<file path="src/rtl/scan_chain_ctrl.sv">
// Scan chain sequencer: shift-in a stimulus pattern, pulse capture, shift-out
// the response. Every output is a flop; nothing combinational reaches a port.
module scan_chain_ctrl #(
   parameter int CHAIN_LEN  = 16,
   parameter int CNT_W      = 7,
   parameter int CAP_CYCLES = 1
) (
   input  logic                 CLK,
   input  logic                 RSTB,
   input  logic                 start,
   input  logic                 abort,
   input  logic [CHAIN_LEN-1:0] pattern,
   input  logic                 scan_so,
   output logic                 scan_en,
   output logic                 scan_si,
   output logic                 cap_en,
   output logic                 busy,
   output logic                 done,
   output logic [CHAIN_LEN-1:0] response
);

   typedef enum logic [2:0] {
      S_IDLE,
      S_SHIFT_IN,
      S_CAPTURE,
      S_SHIFT_OUT,
      S_DONE
   } state_t;

   localparam logic [CNT_W-1:0] LP_LEN_LAST = CNT_W'(CHAIN_LEN - 1);
   localparam logic [CNT_W-1:0] LP_CAP_LAST = CNT_W'(CAP_CYCLES - 1);
   localparam logic [CNT_W-1:0] LP_ONE      = CNT_W'(1);

   state_t               r_state;
   logic [CNT_W-1:0]     r_cnt;
   logic [CHAIN_LEN-1:0] r_sreg;
   logic [CHAIN_LEN-1:0] r_shadow;
   logic [CHAIN_LEN-1:0] r_response;
   logic                 r_scan_en;
   logic                 r_scan_si;
   logic                 r_cap_en;
   logic                 r_busy;
   logic                 r_done;

   logic [CHAIN_LEN-1:0] w_pat_shr;
   logic [CHAIN_LEN-1:0] w_sreg_shr;
   logic [CHAIN_LEN-1:0] w_shadow_nxt;
   logic                 w_abort;

   // scan_si is registered, so bit 0 leaves with the accepting edge and
   // the shift register holds the remaining bits.
   assign w_pat_shr    = {1'b0, pattern[CHAIN_LEN-1:1]};
   assign w_sreg_shr   = {1'b0, r_sreg[CHAIN_LEN-1:1]};
   assign w_shadow_nxt = {scan_so, r_shadow[CHAIN_LEN-1:1]};
   assign w_abort      = abort && (r_state != S_IDLE);

   always_ff @(posedge CLK or negedge RSTB) begin
      if (!RSTB) begin
         r_state    <= S_IDLE;
         r_cnt      <= '0;
         r_sreg     <= '0;
         r_shadow   <= '0;
         r_response <= '0;
         r_scan_en  <= 1'b0;
         r_scan_si  <= 1'b0;
         r_cap_en   <= 1'b0;
         r_busy     <= 1'b0;
         r_done     <= 1'b0;
      end else begin
         r_done <= 1'b0;
         if (w_abort) begin
            r_state   <= S_IDLE;
            r_cnt     <= '0;
            r_scan_en <= 1'b0;
            r_scan_si <= 1'b0;
            r_cap_en  <= 1'b0;
            r_busy    <= 1'b0;
         end else begin
            case (r_state)
               S_IDLE: begin
                  if (start && !abort) begin
                     r_sreg    <= w_pat_shr;
                     r_scan_si <= pattern[0];
                     r_cnt     <= '0;
                     r_scan_en <= 1'b1;
                     r_busy    <= 1'b1;
                     r_state   <= S_SHIFT_IN;
                  end
               end
               S_SHIFT_IN: begin
                  if (r_cnt == LP_LEN_LAST) begin
                     r_cnt     <= '0;
                     r_scan_en <= 1'b0;
                     r_scan_si <= 1'b0;
                     r_cap_en  <= 1'b1;
                     r_state   <= S_CAPTURE;
                  end else begin
                     r_cnt     <= r_cnt + LP_ONE;
                     r_scan_si <= r_sreg[0];
                     r_sreg    <= w_sreg_shr;
                  end
               end
               S_CAPTURE: begin
                  if (r_cnt == LP_CAP_LAST) begin
                     r_cnt     <= '0;
                     r_cap_en  <= 1'b0;
                     r_scan_en <= 1'b1;
                     r_state   <= S_SHIFT_OUT;
                  end else begin
                     r_cnt <= r_cnt + LP_ONE;
                  end
               end
               S_SHIFT_OUT: begin
                  r_shadow <= w_shadow_nxt;
                  if (r_cnt == LP_LEN_LAST) begin
                     r_cnt      <= '0;
                     r_scan_en  <= 1'b0;
                     r_response <= w_shadow_nxt;
                     r_done     <= 1'b1;
                     r_state    <= S_DONE;
                  end else begin
                     r_cnt <= r_cnt + LP_ONE;
                  end
               end
               S_DONE: begin
                  r_busy  <= 1'b0;
                  r_state <= S_IDLE;
               end
               default: begin
                  r_state <= S_IDLE;
               end
            endcase
         end
      end
   end

   assign scan_en  = r_scan_en;
   assign scan_si  = r_scan_si;
   assign cap_en   = r_cap_en;
   assign busy     = r_busy;
   assign done     = r_done;
   assign response = r_response;

endmodule

</file>
<file path="config.mk">
export PLATFORM = sky130hd
export DESIGN_NAME = scan_chain_ctrl
export DESIGN_NICKNAME = d
export VERILOG_FILES = /design/src/rtl/scan_chain_ctrl.sv
export SDC_FILE = /design/constraint.sdc
export NUM_CORES = 1
export LEC_CHECK = 0
export BUFFER_PORTS_ARGS = -buffer_cell sky130_fd_sc_hd__buf_2
export CORE_ASPECT_RATIO = 0.8
export CORE_MARGIN = 1.5
export CORE_UTILIZATION = 25
export DETAILED_ROUTE_END_ITERATION = 12
export HOLD_SLACK_MARGIN = 0.1
export REMOVE_ABC_BUFFERS = 1
export SLEW_MARGIN = 20
export SYNTH_ARGS = -nofsm -noshare
export SYNTH_HDL_FRONTEND = slang
export SYNTH_SLANG_ARGS = --single-unit
</file>
<file path="constraint.sdc">
create_clock -name CLK -period 2.75 [get_ports CLK]
set_input_delay 0.55 -clock CLK [delete_from_list [all_inputs] [get_ports CLK]]
set_output_delay 0.55 -clock CLK [all_outputs]
set_load 0.1 [all_outputs]
</file>
==> results_tabular.tex <==
\begin{tabular}{lr}
\hline
Metric & Value \\
\hline
\multicolumn{2}{l}{\textbf{Cells and area}} \\
Filler cell count in the final layout & 1107 \\
Area occupied by multi-input gates & 0.00124 mm\^{}2 \\
P\&R area growth vs syn & 24.7\% \\
Number of standard cells in the layout, taps in and fillers out & 427 \\
Register area & 0.00153 mm\^{}2 \\
Fraction of final layout cells sized beyond drive strength 1 & 37.8\% \\
Final layout net count & 301 \\
Antenna Cells & 0 \\
\multicolumn{2}{l}{\textbf{Clock tree}} \\
CTS HTree Levels & 3 \\
Clock tree from TritonCTS & done \\
Clock root cell & clkbuf\_16 \\
CTS max path bufs & 2 \\
Hold buffers post-CTS & 0 \\
Clock-pin slew on the worst setup and hold paths & 0.05 ns \\
Inserted Clock Buffers & 9 \\
Later-pin clock latency in the skew report & 0.33 ns \\
Post-CTS Resized & 0 \\
Count of buffers added by post-CTS timing repair for setup & 0 \\
Clk sinks & 61 \\
\multicolumn{2}{l}{\textbf{Die}} \\
Vertical extent of the die & 98.8 um \\
Die width & 123 um \\
Floorplan row count & 34 \\
Number of I/O pins & 42 \\
Core Footprint & 0.0110 mm\^{}2 \\
Die Footprint & 0.0121 mm\^{}2 \\
Starting utilization of the core area & 26.0\% \\
\multicolumn{2}{l}{\textbf{STA}} \\
Final sum of negative setup slack & 0 ns \\
Count of final hold-check violations & 0 \\
Setup Viol. Count Final & 0 \\
Worst rel slew slack & 51.4\% \\
Worst Tran Pin Value & 0.729 ns \\
Final period utilization & 74.2\% \\
RSZ-0062 raised after global routing & no \\
Fin Clk Skew & 0.00664 ns \\
Maximum clock frequency & 490 MHz \\
Final critical path time including I/O delays and setup & 2.04 ns \\
Final slew viol count & 0 \\
\multicolumn{2}{l}{\textbf{Synth}} \\
Synthesis warning total & 0 \\
Sequential-to-total area share from yosys stat & 53.3\% \\
Area of the mapped netlist & 0.00287 mm\^{}2 \\
Gate count after technology mapping & 234 \\
Most used DFF post-synth & dfrtp\_1 \\
Share of flip-flops with an asynchronous set or reset & 100\% \\
Synth Area per Inst & 12.2 um\^{}2 \\
Number of storage elements in the synthesis netlist & 61 \\
Yosys cell types & 45 \\
EDFF count, synth & 0 \\
\multicolumn{2}{l}{\textbf{Placement}} \\
Final estimated routing congestion in global placement & 0.744 \\
Number of port buffers & 41 \\
Placed cell count & 411 \\
HPWL Detailed & 3970 um \\
\multicolumn{2}{l}{\textbf{Run}} \\
Max cap viols & 0 \\
\multicolumn{2}{l}{\textbf{Critical path}} \\
Req. time, crit path & 2.96 ns \\
Critical path's largest stage delay & 0.42 ns \\
Minimum setup slack among reg-to-reg paths & 0.71 ns \\
Crit path buffers/inverters & 1 \\
Family with the most delay on the worst path & simple AND/OR/NAND/NOR gates \\
Type of the setup path with the least slack & reg2reg \\
Data arrival, critical path & 2.25 ns \\
Maximum fanout encountered on the critical timing path & 12 \\
RR Startpoint & r\_cnt[0]\$\_DFFE\_PN0P\_ \\
Kind of start point of the critical path & flip-flop \\
Chain of cells forming the critical path & ha\_1 > and3\_1 > nand3\_4 > inv\_2 > mux2\_2 \\
Crit. End Element & flip-flop \\
Reg2reg path depth & 5 \\
CP max-delay cell & and3\_1 \\
R2r endpoint & response[0]\$\_DFFE\_PN0P\_ \\
\multicolumn{2}{l}{\textbf{Global routing}} \\
Number of antenna violations at the first check in global routing & 0 \\
Grt ovf & 0 \\
Pin count of the biggest net entering global routing & 33 \\
All-Layer GR Usage & 10.4\% \\
Via count of the first global-routing pass & 1888 \\
Global-route wire length before repair & 9670 um \\
\multicolumn{2}{l}{\textbf{Detailed routing}} \\
Via-to-Cell Ratio & 4.43 \\
DRC marker count from the first detailed-route iteration & 70 \\
Detailed route wirelength on metal3 & 385 um \\
DR WL met2 & 2500 um \\
Average wire per cell in the routed design & 13.6 um \\
Detailed Route WL & 5800 um \\
Sum of routed wire segments on met1 & 2820 um \\
Router iterations before antenna repair & 4 \\
Max layer used & met4 \\
Post-route ant nets & 0 \\
Number of vias in the routed layout & 1890 \\
DRC violations left & 0 \\
\multicolumn{2}{l}{\textbf{Power}} \\
Largest voltage drop on the vdd net & 0.350 mV \\
Total power per unit cell area & 718 mW/mm\^{}2 \\
Lkg Pwr & 1.68 nW \\
\multicolumn{2}{l}{\textbf{Hold path}} \\
Kind of path behind the tightest hold check & in2async \\
\multicolumn{2}{l}{\textbf{Outcome}} \\
Result of the run & finished clean \\
\hline
\end{tabular}
## state kept, by name, indices dropped and copies added (netlist names)
name / flops
scan_si: 1
busy: 1
r_cnt: 7
r_sreg: 15
cap_en: 1
done: 1
scan_en: 1
response: 16
r_state: 3
r_shadow: 15
## routing by layer
metal	vias up	global-route usage [%]
met2	45	13.9
met4	0	4.20
met3	11	4.63
met5	-	0
met1	911	14.6
li1	923	-
## cell usage after synthesis (2+ instances only)
library cell / n / area share [%]
a21oi_1: 12 / 2.1
a21oi_2: 5 / 1.5
a22o_1: 2 / 0.61
a31oi_1: 2 / 0.44
and3_1: 2 / 0.44
buf_2: 8 / 1.4
buf_6: 3 / 1.2
dfrtp_1: 61 / 53
ha_1: 2 / 0.87
inv_1: 7 / 0.92
mux2_2: 22 / 8.6
mux2_4: 9 / 4.7
mux2i_1: 14 / 4.9
nand2_1: 12 / 1.6
nand3_1: 4 / 0.70
nand4_1: 2 / 0.44
nor2_1: 20 / 2.6
nor2b_1: 2 / 0.44
nor3_1: 2 / 0.35
o211ai_1: 5 / 1.3
o21ai_0: 10 / 1.7
o21ai_1: 2 / 0.35
o31ai_1: 2 / 0.52
or3_1: 3 / 0.65
## per-stage QoR
| step | setup WS, ns | power [mW] | hold slack, ns | utilization, % | cell area [um^2] |
|---|---|---|---|---|---|
| after global routing | 0.514 | 2.68 | 0.341 | 32.4 | 3570 |
| after global placement | 0.633 | 1.27 | 0.483 | 29.3 | 3220 |
| after floorplan | 0.285 | 1.19 | 0.254 | - | 2790 |
| final | 0.708 | 2.57 | 0.277 | 32.4 | 3570 |
| after CTS | 0.695 | 2.61 | 0.289 | 32.4 | 3570 |
| after detailed placement | 0.594 | 1.27 | 0.490 | 29.3 | 3220 |
## cell families (layout without fill, tap and decap cells)
kind of cell | after synthesis | count (layout) | share of synthesized area (%)
flip-flops | 61 | 61 | 53.3
AO/OA/AOI/OAI | 48 | 48 | 12.8
XOR/XNOR | 1 | 1 | 0.306
multiplexers | 45 | 45 | 18.2
AND/OR/NAND/NOR | 57 | 57 | 10.7
adder cells (fa/ha/maj) | 2 | 2 | 0.873
buffers and inverters | 20 | 69 | 3.88
## worst max path at each step
stage                          from                 endpoint  slack [ns]  cells after the start
6_report       r_cnt[0]$_DFFE_PN0P_  response[0]$_DFFE_PN0P_        0.71                      5
5_1_grt        r_cnt[0]$_DFFE_PN0P_     r_cnt[2]$_DFFE_PN0P_        0.51                      6
4_1_cts        r_cnt[0]$_DFFE_PN0P_  response[0]$_DFFE_PN0P_        0.69                      5
3_5_place_dp                  abort  response[0]$_DFFE_PN0P_        0.59                      6
3_3_place_gp                  abort  response[5]$_DFFE_PN0P_        0.63                      6
2_1_floorplan  r_cnt[0]$_DFFE_PN0P_   r_sreg[14]$_DFFE_PN0P_        0.28                      4
## power breakdown
part | switching [mW] | leakage [nW] | internal, mW
combinational | 0.178 | 0.715 | 0.0854
sequential | 0.0368 | 0.799 | 0.953
clock | 0.402 | 0.170 | 0.912
## layout by cell type (no fill, tap or decap), drive strengths merged, types with 2 or more instances in the layout
cell | netlist | layout
nand3 | 5 | 5
o211ai | 5 | 5
or2 | 2 | 2
nor2b | 2 | 2
nor2 | 22 | 22
a22o | 2 | 2
nand4 | 2 | 2
buf | 12 | 45
or3 | 3 | 3
nor3 | 3 | 3
a31oi | 2 | 2
clkbuf | 0 | 11
mux2i | 14 | 14
o21ai | 12 | 12
inv | 8 | 8
o31ai | 2 | 2
clkinv | 0 | 2
bufinv | 0 | 3
ha | 2 | 2
and3 | 2 | 2
nand2 | 12 | 12
a21oi | 18 | 18
dfrtp | 61 | 61
mux2 | 31 | 31
## worst register-to-register path: cells and delay by family, from the launching register on
kind / cells / cell delay (ns)
and+or+nand+nor: 2 / 0.74
muxes: 1 / 0.36
adders and majority gates: 1 / 0.20
DFF: 1 / 0.40
buffers and inverters: 1 / 0.24
## area by class of cell
| cell class | count | area share (%) |
|---|---|---|
| clock buffer | 11 | 6.79 |
| clock inverter | 5 | 3.01 |
| inverter | 8 | 0.840 |
| multi-input combinational | 153 | 34.7 |
| sequential | 61 | 42.7 |
| tap | 144 | 5.04 |
| timing repair buffer | 45 | 6.93 |
(Power assumes the default switching activity.)
